<file path="src/rtl/game_state_ctrl.sv">
// Game sequencer: MENU/PLAYING/DEAD/WIN with lives, round timer, score, level and respawn pulse.
// Latency: every output is registered and responds on the clk edge after the sampled input.
// Backpressure: none; inputs are level/pulse indications and are never stalled. Optional hiscore via GAME_HISCORE_EN.
module game_state_ctrl #(
   parameter int LIVES_INIT   = 3,
   parameter int DEAD_FRAMES  = 60,
   parameter int WIN_FRAMES   = 90,
   parameter int ROUND_FRAMES = 1800,
   parameter int GOAL_POINTS  = 10,
   parameter int SCORE_W      = 10,
   parameter int BLOCK_SHIFT  = 5
) (
   input  logic               clk,
   input  logic               reset,
   input  logic               frame_tick,
   input  logic               start_tick,
   input  logic               collision,
   input  logic               reached_end,
   input  logic [9:0]         frog_y,
   output logic [1:0]         state,
   output logic               respawn,
   output logic [2:0]         lives,
   output logic [SCORE_W-1:0] score,
   output logic [3:0]         level,
   output logic [10:0]        time_left,
   output logic               game_over,
   output logic [SCORE_W-1:0] hiscore
);

   typedef enum logic [1:0] {
      MENU    = 2'd0,
      PLAYING = 2'd1,
      DEAD    = 2'd2,
      WIN     = 2'd3
   } state_t;

   state_t             state_q, state_d;
   logic               respawn_q, respawn_d;
   logic [2:0]         lives_q, lives_d;
   logic [SCORE_W-1:0] score_q, score_d;
   logic [3:0]         level_q, level_d;
   logic [10:0]        time_q, time_d;
   logic               game_over_q, game_over_d;
   logic [6:0]         fcnt_q, fcnt_d;
   logic [3:0]         best_row_q, best_row_d;

   logic [9:0]         row_full;
   logic [3:0]         row;
   logic [SCORE_W:0]   score_goal;
   logic [SCORE_W:0]   score_step;
   logic               timeout;

   // Grid row of the frog (clipped to 15) and saturating score adders
   always_comb begin
      row_full   = frog_y >> BLOCK_SHIFT;
      row        = (row_full > 10'd15) ? 4'd15 : row_full[3:0];
      score_goal = {1'b0, score_q} + (SCORE_W+1)'(GOAL_POINTS);
      score_step = {1'b0, score_q} + (SCORE_W+1)'(1);
      timeout    = frame_tick && (time_q == 11'd1);
   end

`ifdef GAME_HISCORE_EN
   logic [SCORE_W-1:0] hiscore_q, hiscore_d;
`endif

   // Next-state and output computation for the game sequencer
   always_comb begin
      state_d     = state_q;
      respawn_d   = 1'b0;
      lives_d     = lives_q;
      score_d     = score_q;
      level_d     = level_q;
      time_d      = time_q;
      game_over_d = game_over_q;
      fcnt_d      = fcnt_q;
      best_row_d  = best_row_q;
`ifdef GAME_HISCORE_EN
      hiscore_d   = hiscore_q;
`endif
      case (state_q)
         MENU: begin
            if (start_tick) begin
               state_d    = PLAYING;
               lives_d    = 3'(LIVES_INIT);
               score_d    = '0;
               level_d    = 4'd1;
               time_d     = 11'(ROUND_FRAMES);
               best_row_d = 4'd15;
               respawn_d  = 1'b1;
            end
         end
         PLAYING: begin
            if (collision || timeout) begin
               // Timeout lets the timer land on 0; a plain collision leaves it untouched
               state_d     = DEAD;
               fcnt_d      = '0;
               lives_d     = lives_q - 3'd1;
               game_over_d = (lives_q == 3'd1);
               if (timeout) time_d = '0;
            end else if (reached_end) begin
               state_d = WIN;
               fcnt_d  = '0;
               score_d = score_goal[SCORE_W] ? '1 : score_goal[SCORE_W-1:0];
               level_d = (level_q == 4'd15) ? 4'd15 : level_q + 4'd1;
            end else begin
               if (row < best_row_q) begin
                  best_row_d = row;
                  score_d    = score_step[SCORE_W] ? '1 : score_step[SCORE_W-1:0];
               end
               if (frame_tick) time_d = time_q - 11'd1;
            end
         end
         DEAD: begin
            if (frame_tick) begin
               if (fcnt_q == 7'(DEAD_FRAMES - 1)) begin
                  fcnt_d = '0;
                  if (lives_q != 3'd0) begin
                     state_d    = PLAYING;
                     respawn_d  = 1'b1;
                     time_d     = 11'(ROUND_FRAMES);
                     best_row_d = 4'd15;
                  end else begin
                     state_d     = MENU;
                     game_over_d = 1'b0;
`ifdef GAME_HISCORE_EN
                     if (score_q > hiscore_q) hiscore_d = score_q;
`endif
                  end
               end else begin
                  fcnt_d = fcnt_q + 7'd1;
               end
            end
         end
         WIN: begin
            if (frame_tick) begin
               if (fcnt_q == 7'(WIN_FRAMES - 1)) begin
                  fcnt_d     = '0;
                  state_d    = PLAYING;
                  respawn_d  = 1'b1;
                  time_d     = 11'(ROUND_FRAMES);
                  best_row_d = 4'd15;
               end else begin
                  fcnt_d = fcnt_q + 7'd1;
               end
            end
         end
         default: state_d = MENU;
      endcase
   end

   // State and datapath registers, cleared asynchronously by reset
   always_ff @(posedge clk or posedge reset) begin
      if (reset) begin
         state_q     <= MENU;
         respawn_q   <= 1'b0;
         lives_q     <= '0;
         score_q     <= '0;
         level_q     <= 4'd1;
         time_q      <= 11'(ROUND_FRAMES);
         game_over_q <= 1'b0;
         fcnt_q      <= '0;
         best_row_q  <= 4'd15;
      end else begin
         state_q     <= state_d;
         respawn_q   <= respawn_d;
         lives_q     <= lives_d;
         score_q     <= score_d;
         level_q     <= level_d;
         time_q      <= time_d;
         game_over_q <= game_over_d;
         fcnt_q      <= fcnt_d;
         best_row_q  <= best_row_d;
      end
   end

`ifdef GAME_HISCORE_EN
   // Best score register; survives new games, cleared only by reset
   always_ff @(posedge clk or posedge reset) begin
      if (reset) hiscore_q <= '0;
      else       hiscore_q <= hiscore_d;
   end
   assign hiscore = hiscore_q;
`else
   assign hiscore = '0;
`endif

   assign state     = state_q;
   assign respawn   = respawn_q;
   assign lives     = lives_q;
   assign score     = score_q;
   assign level     = level_q;
   assign time_left = time_q;
   assign game_over = game_over_q;

endmodule
</file>
<file path="config.mk">
export PLATFORM = sky130hd
export DESIGN_NAME = game_state_ctrl
export DESIGN_NICKNAME = d
export VERILOG_FILES = /design/src/rtl/game_state_ctrl.sv
export SDC_FILE = /design/constraint.sdc
export NUM_CORES = 1
export LEC_CHECK = 0
export CAP_MARGIN = 5
export CELL_PAD_IN_SITES_DETAIL_PLACEMENT = 1
export CELL_PAD_IN_SITES_GLOBAL_PLACEMENT = 1
export CORE_ASPECT_RATIO = 0.9
export CORE_UTILIZATION = 42
export DETAILED_ROUTE_END_ITERATION = 6
export HOLD_SLACK_MARGIN = 0.02
export PLACE_DENSITY_LB_ADDON = 0.1
export SLEW_MARGIN = 20
export SYNTH_ARGS = -nofsm -noshare
export SYNTH_HDL_FRONTEND = slang
export SYNTH_SLANG_ARGS = --single-unit
export TNS_END_PERCENT = 50
</file>
<file path="constraint.sdc">
create_clock -name clk -period 5.3 [get_ports clk]
set_input_delay 1.06 -clock clk [delete_from_list [all_inputs] [get_ports clk]]
set_output_delay 1.06 -clock clk [all_outputs]
set_load 0.01 [all_outputs]
</file>
==> results of run 1 <==
==> cell type report <==
class | count | area [um^2]
fill | 852 | 3450
multi-input combinational | 282 | 1820
sequential | 43 | 1090
timing repair buffer | 44 | 435
tap | 93 | 116
clock buffer | 8 | 100
inverter | 17 | 63.8
==> synth_stat cells, drive strengths merged, types with 3 or more instances <==
library cell and instances:
nor3 16, ha 18, nand2 28, nand3 11, inv 17, o21a 3, nand2b 8, xnor2 6
dfrtp 34, or2 6, and3 5, o22ai 3, o31ai 7, buf 13, o21ai 42, nor2b 5
a21oi 19, nor2 37, a22oi 4, a41oi 3, o22a 3, o211ai 4, or3 6, clkbuf 11
a31oi 3, and2 3, dfstp 9
==> cells by family (layout without fill, tap and decap cells) <==
group                    Yosys count  in the layout  synth area share [%]
AO/OA/AOI/OAI                    113            113                  25.8
XOR/XNOR                           6              6                  1.71
adder cells (fa/ha/maj)           18             18                  7.33
buffers and inverters             41             69                  6.51
flip-flops                        43             43                  35.4
multiplexers                       2              2                 0.692
other                              1             10                 0.122
AND/OR/NAND/NOR                  133            133                  22.5
==> final timing paths <==
check	to	slack, ns	cells past startpoint
worst max-delay path	score[2]	1.66	9
worst min-delay path	best_row_q[2]	0.52	2
worst max register to register	time_left[4]	2.63	7
worst min register to register	best_row_q[2]	0.52	2
max in group asynchronous	score[1]	3.69	3
min in group asynchronous	lives[1]	1.21	3
==> power by group <==
| part | leakage (nW) | internal [mW] | switching [mW] |
|---|---|---|---|
| registers | 0.539 | 0.454 | 0.156 |
| logic | 0.898 | 0.451 | 0.613 |
| clock network | 0.0515 | 0.119 | 0.123 |
| total | 1.49 | 1.02 | 0.891 |
==> metal layers <==
metal | vias to the layer above | global-route usage (%)
met2 | 53 | 39.1
met4 | 0 | 6.96
met5 | - | 0
li1 | 1344 | -
met3 | 8 | 3.30
met1 | 1390 | 32.0
==> per-stage QoR <==
| step | setup WS [ns] | util (%) |
|---|---|---|
| floorplan | 2.39 | - |
| global placement | 1.36 | 49.8 |
| detailed placement | 1.37 | 49.8 |
| CTS | 1.68 | 51.2 |
| global route | 1.46 | 51.2 |
| finish | 1.66 | 51.2 |
==> sequential cells by signal, indices dropped and copies added (netlist names) <==
signal and flops:
score 10, respawn 1, best_row_q 4, level 4
game_over 1, state 2, time_left 11, fcnt_q 7
lives 3
==> critical path: cells and delay by family <==
| kind | cells | cell delay [ns] |
|---|---|---|
| compound gates | 5 | 1.56 |
| buf+inv | 1 | 0.47 |
| simple gates | 2 | 0.46 |
| fa+ha+maj | 1 | 0.27 |
==> metrics.cfg, run 1 <==
[outcome]
status=completed

[drt]
vias=2795
routed_via_density=5.74
met3_length_um=229
wl_mm=8.33
routedWlPerCell_um=17.1
drt-met1-wl_mm=4.10
drt-initial-drc-count=133
final_antenna_net_count=0
post-route-drc-count=0
top_layer_used=met4
firstDrtPassIters=4
dr_wl_met2_mm=3.92

[pwr]
p_total_mw=1.92
peakVddDrop_mv=0.251
p_leak_nw=1.49
power.density_nw_per_um2=529

[die]
fp.coreArea_um2=7080
fp.dieArea_um2=7670
ios=58
die_h_um=83.2
start_util_pct=43.4
rows=29
die_width_um=92.2

[layout]
n_antenna_cell=0
design_area_um2=3620
layout_common_cells=42 x clkdlybuf4s50_1, 39 x o21ai_0, 37 x nor2_1, 34 x dfrtp_1, 26 x nand2_1
area_delta_synth_final_pct=17.9
nets=427
finalNonFillerCells=487
drive_gt1_share_pct=10.2
final_common_cell=clkdlybuf4s50_1

[timing]
grt_setup_unrepaired=false
timing.fmax_ghz=0.275
tightest_slew_ns=0.867
timing.hold.ws_ns=0.524
slew_headroom_pct=41.8
drv_slew=0
finalSetupTns_ns=0
finalHoldViolations=0
skew_ns=0.00716
min_period_ns=3.64
setup_viol=0
fin_crit_sh_pct=68.6

[place]
gp_congestion=0.779
dp_hpwl_mm=5.93
dpl-instance-area_um2=3520
io_buffers=42
dpl.cell_count=479

[cts]
cts_hold_buf=0
clkTransAtPathRegs_ns=0.09
clockBufferDepth=2
cts_resized=0
tritoncts=built
insertion_delay_ns=0.30
htree_levels=2
post_cts_buffers=0
clkSinkCount=43
root_buffer=clkbuf_8
cts_buffers=5

[setup_path]
critical_path_class=input port to register
max_stage_delay_ns=0.70
end_kind=register
cp-start-kind=input port
worstSetupStartpoint=frog_y[9]
crit_fanout=12
cp.arrival_ns=3.83
cpMaxStageDelayCell=o21ai_1
worstPathCellList=clkdlybuf4s50_1 > or2_2 > ha_1 > o21ai_0 > o21a_1 > o31a_1 > o21ai_1 > nor2_1 > o22a_1
reg2reg_from=state[0]
crit_required_ns=5.50

[synthesis]
syn_area_um2=3070
avgSynthCellArea_um2=8.61
synth_edf_count=0
async_flop_share_pct=100
synth_top_area_share_pct=27.7
ys_top_cells_by_area=dfrtp_1 28%, dfstp_2 7.7%, ha_1 7.3%
yosysUniqueCellTypes=66
yosys_warnings=0
synth-seq-area-share_pct=35.4
netlist_instances=357
synth_top_area_cell=dfrtp_1
synth_seq_cells=43
synth-main-ff-cell=dfrtp_1

[flow_run]
cap_violations=0

[grt]
grt_first_pass_wirelength_mm=14.5
grt_max_degree=44
grt_remaining_overflow=0
antenna_found_initial=0
grt_pass1_vias=2913
grt_usage_pct=23.6

[hold_path]
hold_class=register to register
min_from=best_row_q[2]

(Power assumes the default switching activity.)
==> inputs of run 2 (changes only) <==
--- a/config.mk
+++ b/config.mk
@@ -9,7 +9,7 @@
 export CELL_PAD_IN_SITES_DETAIL_PLACEMENT = 1
 export CELL_PAD_IN_SITES_GLOBAL_PLACEMENT = 1
 export CORE_ASPECT_RATIO = 0.9
-export CORE_UTILIZATION = 42
+export CORE_UTILIZATION = 36
 export DETAILED_ROUTE_END_ITERATION = 6
 export HOLD_SLACK_MARGIN = 0.02
 export PLACE_DENSITY_LB_ADDON = 0.1
==> constraint.sdc (replaced) <==
create_clock -name clk -period 3 [get_ports clk]
set_input_delay 0.6 -clock clk [delete_from_list [all_inputs] [get_ports clk]]
set_output_delay 0.6 -clock clk [all_outputs]
set_load 0.01 [all_outputs]
==> run 2 against run 1 <==
  * Cell count is 3.1% higher
  * Sequential cell count is the same
  * Cell area rose by 2.1%
  * Count of clock-buffer cells in the layout stayed put
  * Clock power up 72%
  * Die area rose by 16%
  * Via count grew 0.57%
  * Sequential power grew 79%
  * Global-route usage is 3.3 points lower
  * Non-clock buffer count is 9 higher
  * Register-to-register slack lost 2.0 ns
  * Wire length grew 0.85%
  * Critical endpoint is now score[9]
  * Largest cell class unchanged
==> metrics.cfg, run 2 (synthesized netlist as in run 1, its figures left out) <==
[outcome]
status=completed  ; unchanged

[setup_path]
path_delay_family=compound AO/OA/AOI/OAI gates  ; unchanged
path_buf_inv=2  ; was 1
end_kind=register  ; unchanged
critical_path_class=input port to register  ; unchanged
crit_required_ns=3.18  ; was 5.50 ns
cp-start-kind=input port  ; unchanged
crit_fanout=12  ; unchanged
cp.arrival_ns=2.87  ; was 3.83 ns
ff2ff_setup_slack_ns=0.59  ; was 2.63 ns
max_stage_delay_ns=0.44  ; was 0.70 ns
worstPathCellList=clkdlybuf4s50_1 > or2_2 > ha_1 > nor4b_1 > o21a_1 > o31a_1 > o21ai_1 > buf_4 > a221o_1  ; was clkdlybuf4s50_1 > or2_2 > ha_1 > o21ai_0 > o21a_1 > o31a_1 > o21ai_1 > nor2_1 > o22a_1
cpMaxStageDelayCell=clkdlybuf4s50_1  ; was o21ai_1

[timing]
finalHoldViolations=0  ; unchanged
setup_viol=0  ; unchanged
tightest_slew_ns=0.581  ; was 0.867 ns
fin_crit_sh_pct=89.8
skew_ns=0.00449  ; was 0.00716 ns
grt_setup_unrepaired=false  ; unchanged
min_period_ns=2.69
timing.hold.ws_ns=0.493  ; was 0.524 ns
timing.fmax_ghz=0.371
slew_headroom_pct=61.3  ; was 41.8%
drv_slew=0  ; unchanged

[grt]
antenna_found_initial=0  ; unchanged
grt_remaining_overflow=0  ; unchanged
grt_first_pass_wirelength_mm=14.3  ; was 14.5 mm
grt_pass1_vias=2885  ; was 2913
grt_max_degree=44  ; unchanged
grt_usage_pct=20.3  ; was 23.6%

[layout]
seqCellArea_um2=1090  ; unchanged
multi_input_area_um2=1820  ; unchanged
largest_register_ffs=11  ; unchanged
final_common_cell=clkdlybuf4s50_1  ; unchanged
drive_gt1_share_pct=12.2  ; was 10.2%
fin_util_pct=45.4  ; was 51.2%
design_area_um2=3700  ; was 3620 um^2
fill_cells=983  ; was 852
area_delta_synth_final_pct=20.3  ; was 17.9%
layout_common_cells=42 x clkdlybuf4s50_1, 39 x o21ai_0, 37 x nor2_1, 34 x dfrtp_1, 26 x nand2_1  ; unchanged
nets=436  ; was 427
n_antenna_cell=0  ; unchanged

[die]
die_width_um=99.4  ; was 92.2 um
rows=31  ; was 29
die_h_um=89.7  ; was 83.2 um
fp.dieArea_um2=8910  ; was 7670 um^2
ios=58  ; unchanged
fp.coreArea_um2=8150  ; was 7080 um^2
start_util_pct=37.7  ; was 43.4%

[place]
dp_hpwl_mm=6.02  ; was 5.93 mm
io_buffers=42  ; unchanged
dpl-instance-area_um2=3600  ; was 3520 um^2
gp_congestion=0.807  ; was 0.779

[pwr]
p_leak_nw=1.53  ; was 1.49 nW
peakVddDrop_mv=0.458  ; was 0.251 mV
power.density_nw_per_um2=934  ; was 529 nW/um^2
p_total_mw=3.45  ; was 1.92 mW

[drt]
vias=2811  ; was 2795
drt-initial-drc-count=65  ; was 133
firstDrtPassIters=4  ; unchanged
routedWlPerCell_um=16.7  ; was 17.1 um
wl_mm=8.40  ; was 8.33 mm
post-route-drc-count=0  ; unchanged
final_antenna_net_count=0  ; unchanged
routed_via_density=5.60  ; was 5.74

[flow_run]
cap_violations=0  ; unchanged

[cts]
tritoncts=built  ; unchanged
clockBufferDepth=2  ; unchanged
cts_buffers=5  ; unchanged
htree_levels=2  ; unchanged
cts_hold_buf=0  ; unchanged
root_buffer=clkbuf_8  ; unchanged
post_cts_buffers=0  ; unchanged
insertion_delay_ns=0.30  ; about the same
cts_resized=0  ; unchanged
clkTransAtPathRegs_ns=0.08  ; was 0.09 ns
clkSinkCount=43  ; unchanged

[hold_path]
hold_class=register to register  ; unchanged

[run 2: cell types whose count changed in the layout (fill, tap and decap cells not counted), sizes merged]
cell | previous run | this run
buf | 2 | 11
[run 2: cell type report]
class | count | area share (%)
inverters | 17 | 1.73
flip-flops and latches | 43 | 29.4
multi-input cells | 282 | 49.2
well taps | 99 | 3.35
repair buffers | 53 | 13.6
clock buffers | 8 | 2.71
[run 2: per-layer routing]
metal / up-vias / GRT usage (%) / share of wire [%]
li1: 1354 / - / -
met1: 1398 / 27.9 / 51
met2: 48 / 33.6 / 45
met3: 11 / 2.71 / 2.7
met4: 0 / 5.88 / 1.4
met5: - / 0 / 0
[run 2: worst paths after layout]
kind	from	endpoint	cells after the start
min reg2reg	best_row_q[3]	best_row_q[3]	2
min	best_row_q[3]	best_row_q[3]	2
max in group asynchronous	reset	fcnt_q[5]	3
max reg2reg	state[0]	best_row_q[0]	8
min in group asynchronous	reset	level[1]	3
max	frog_y[9]	score[9]	9
[run 2: stage by stage]
| step | TNS, ns | setup slack (ns) | instances |
|---|---|---|---|
| finish | 0 | 0.306 | 502 |
| global route | 0 | 0.141 | 502 |
| CTS | 0 | 0.300 | 502 |
| detailed placement | -0.00500 | -0.00500 | 494 |
| global placement | 0 | 0.0586 | 494 |
| floorplan | 0 | 0.547 | 366 |
[run 2: tightest hold or removal path: stages (launching register included)]
cell       delay [ns]
dfstp_2          0.37
inv_1            0.06
a2bb2oi_1        0.06
[run 2: where the power goes]
group	internal, mW	leakage, nW	total (mW)	switching (mW)
sequential	0.805	0.539	1.09	0.283
clock	0.211	0.0515	0.416	0.205
combinational	0.856	0.941	1.95	1.09
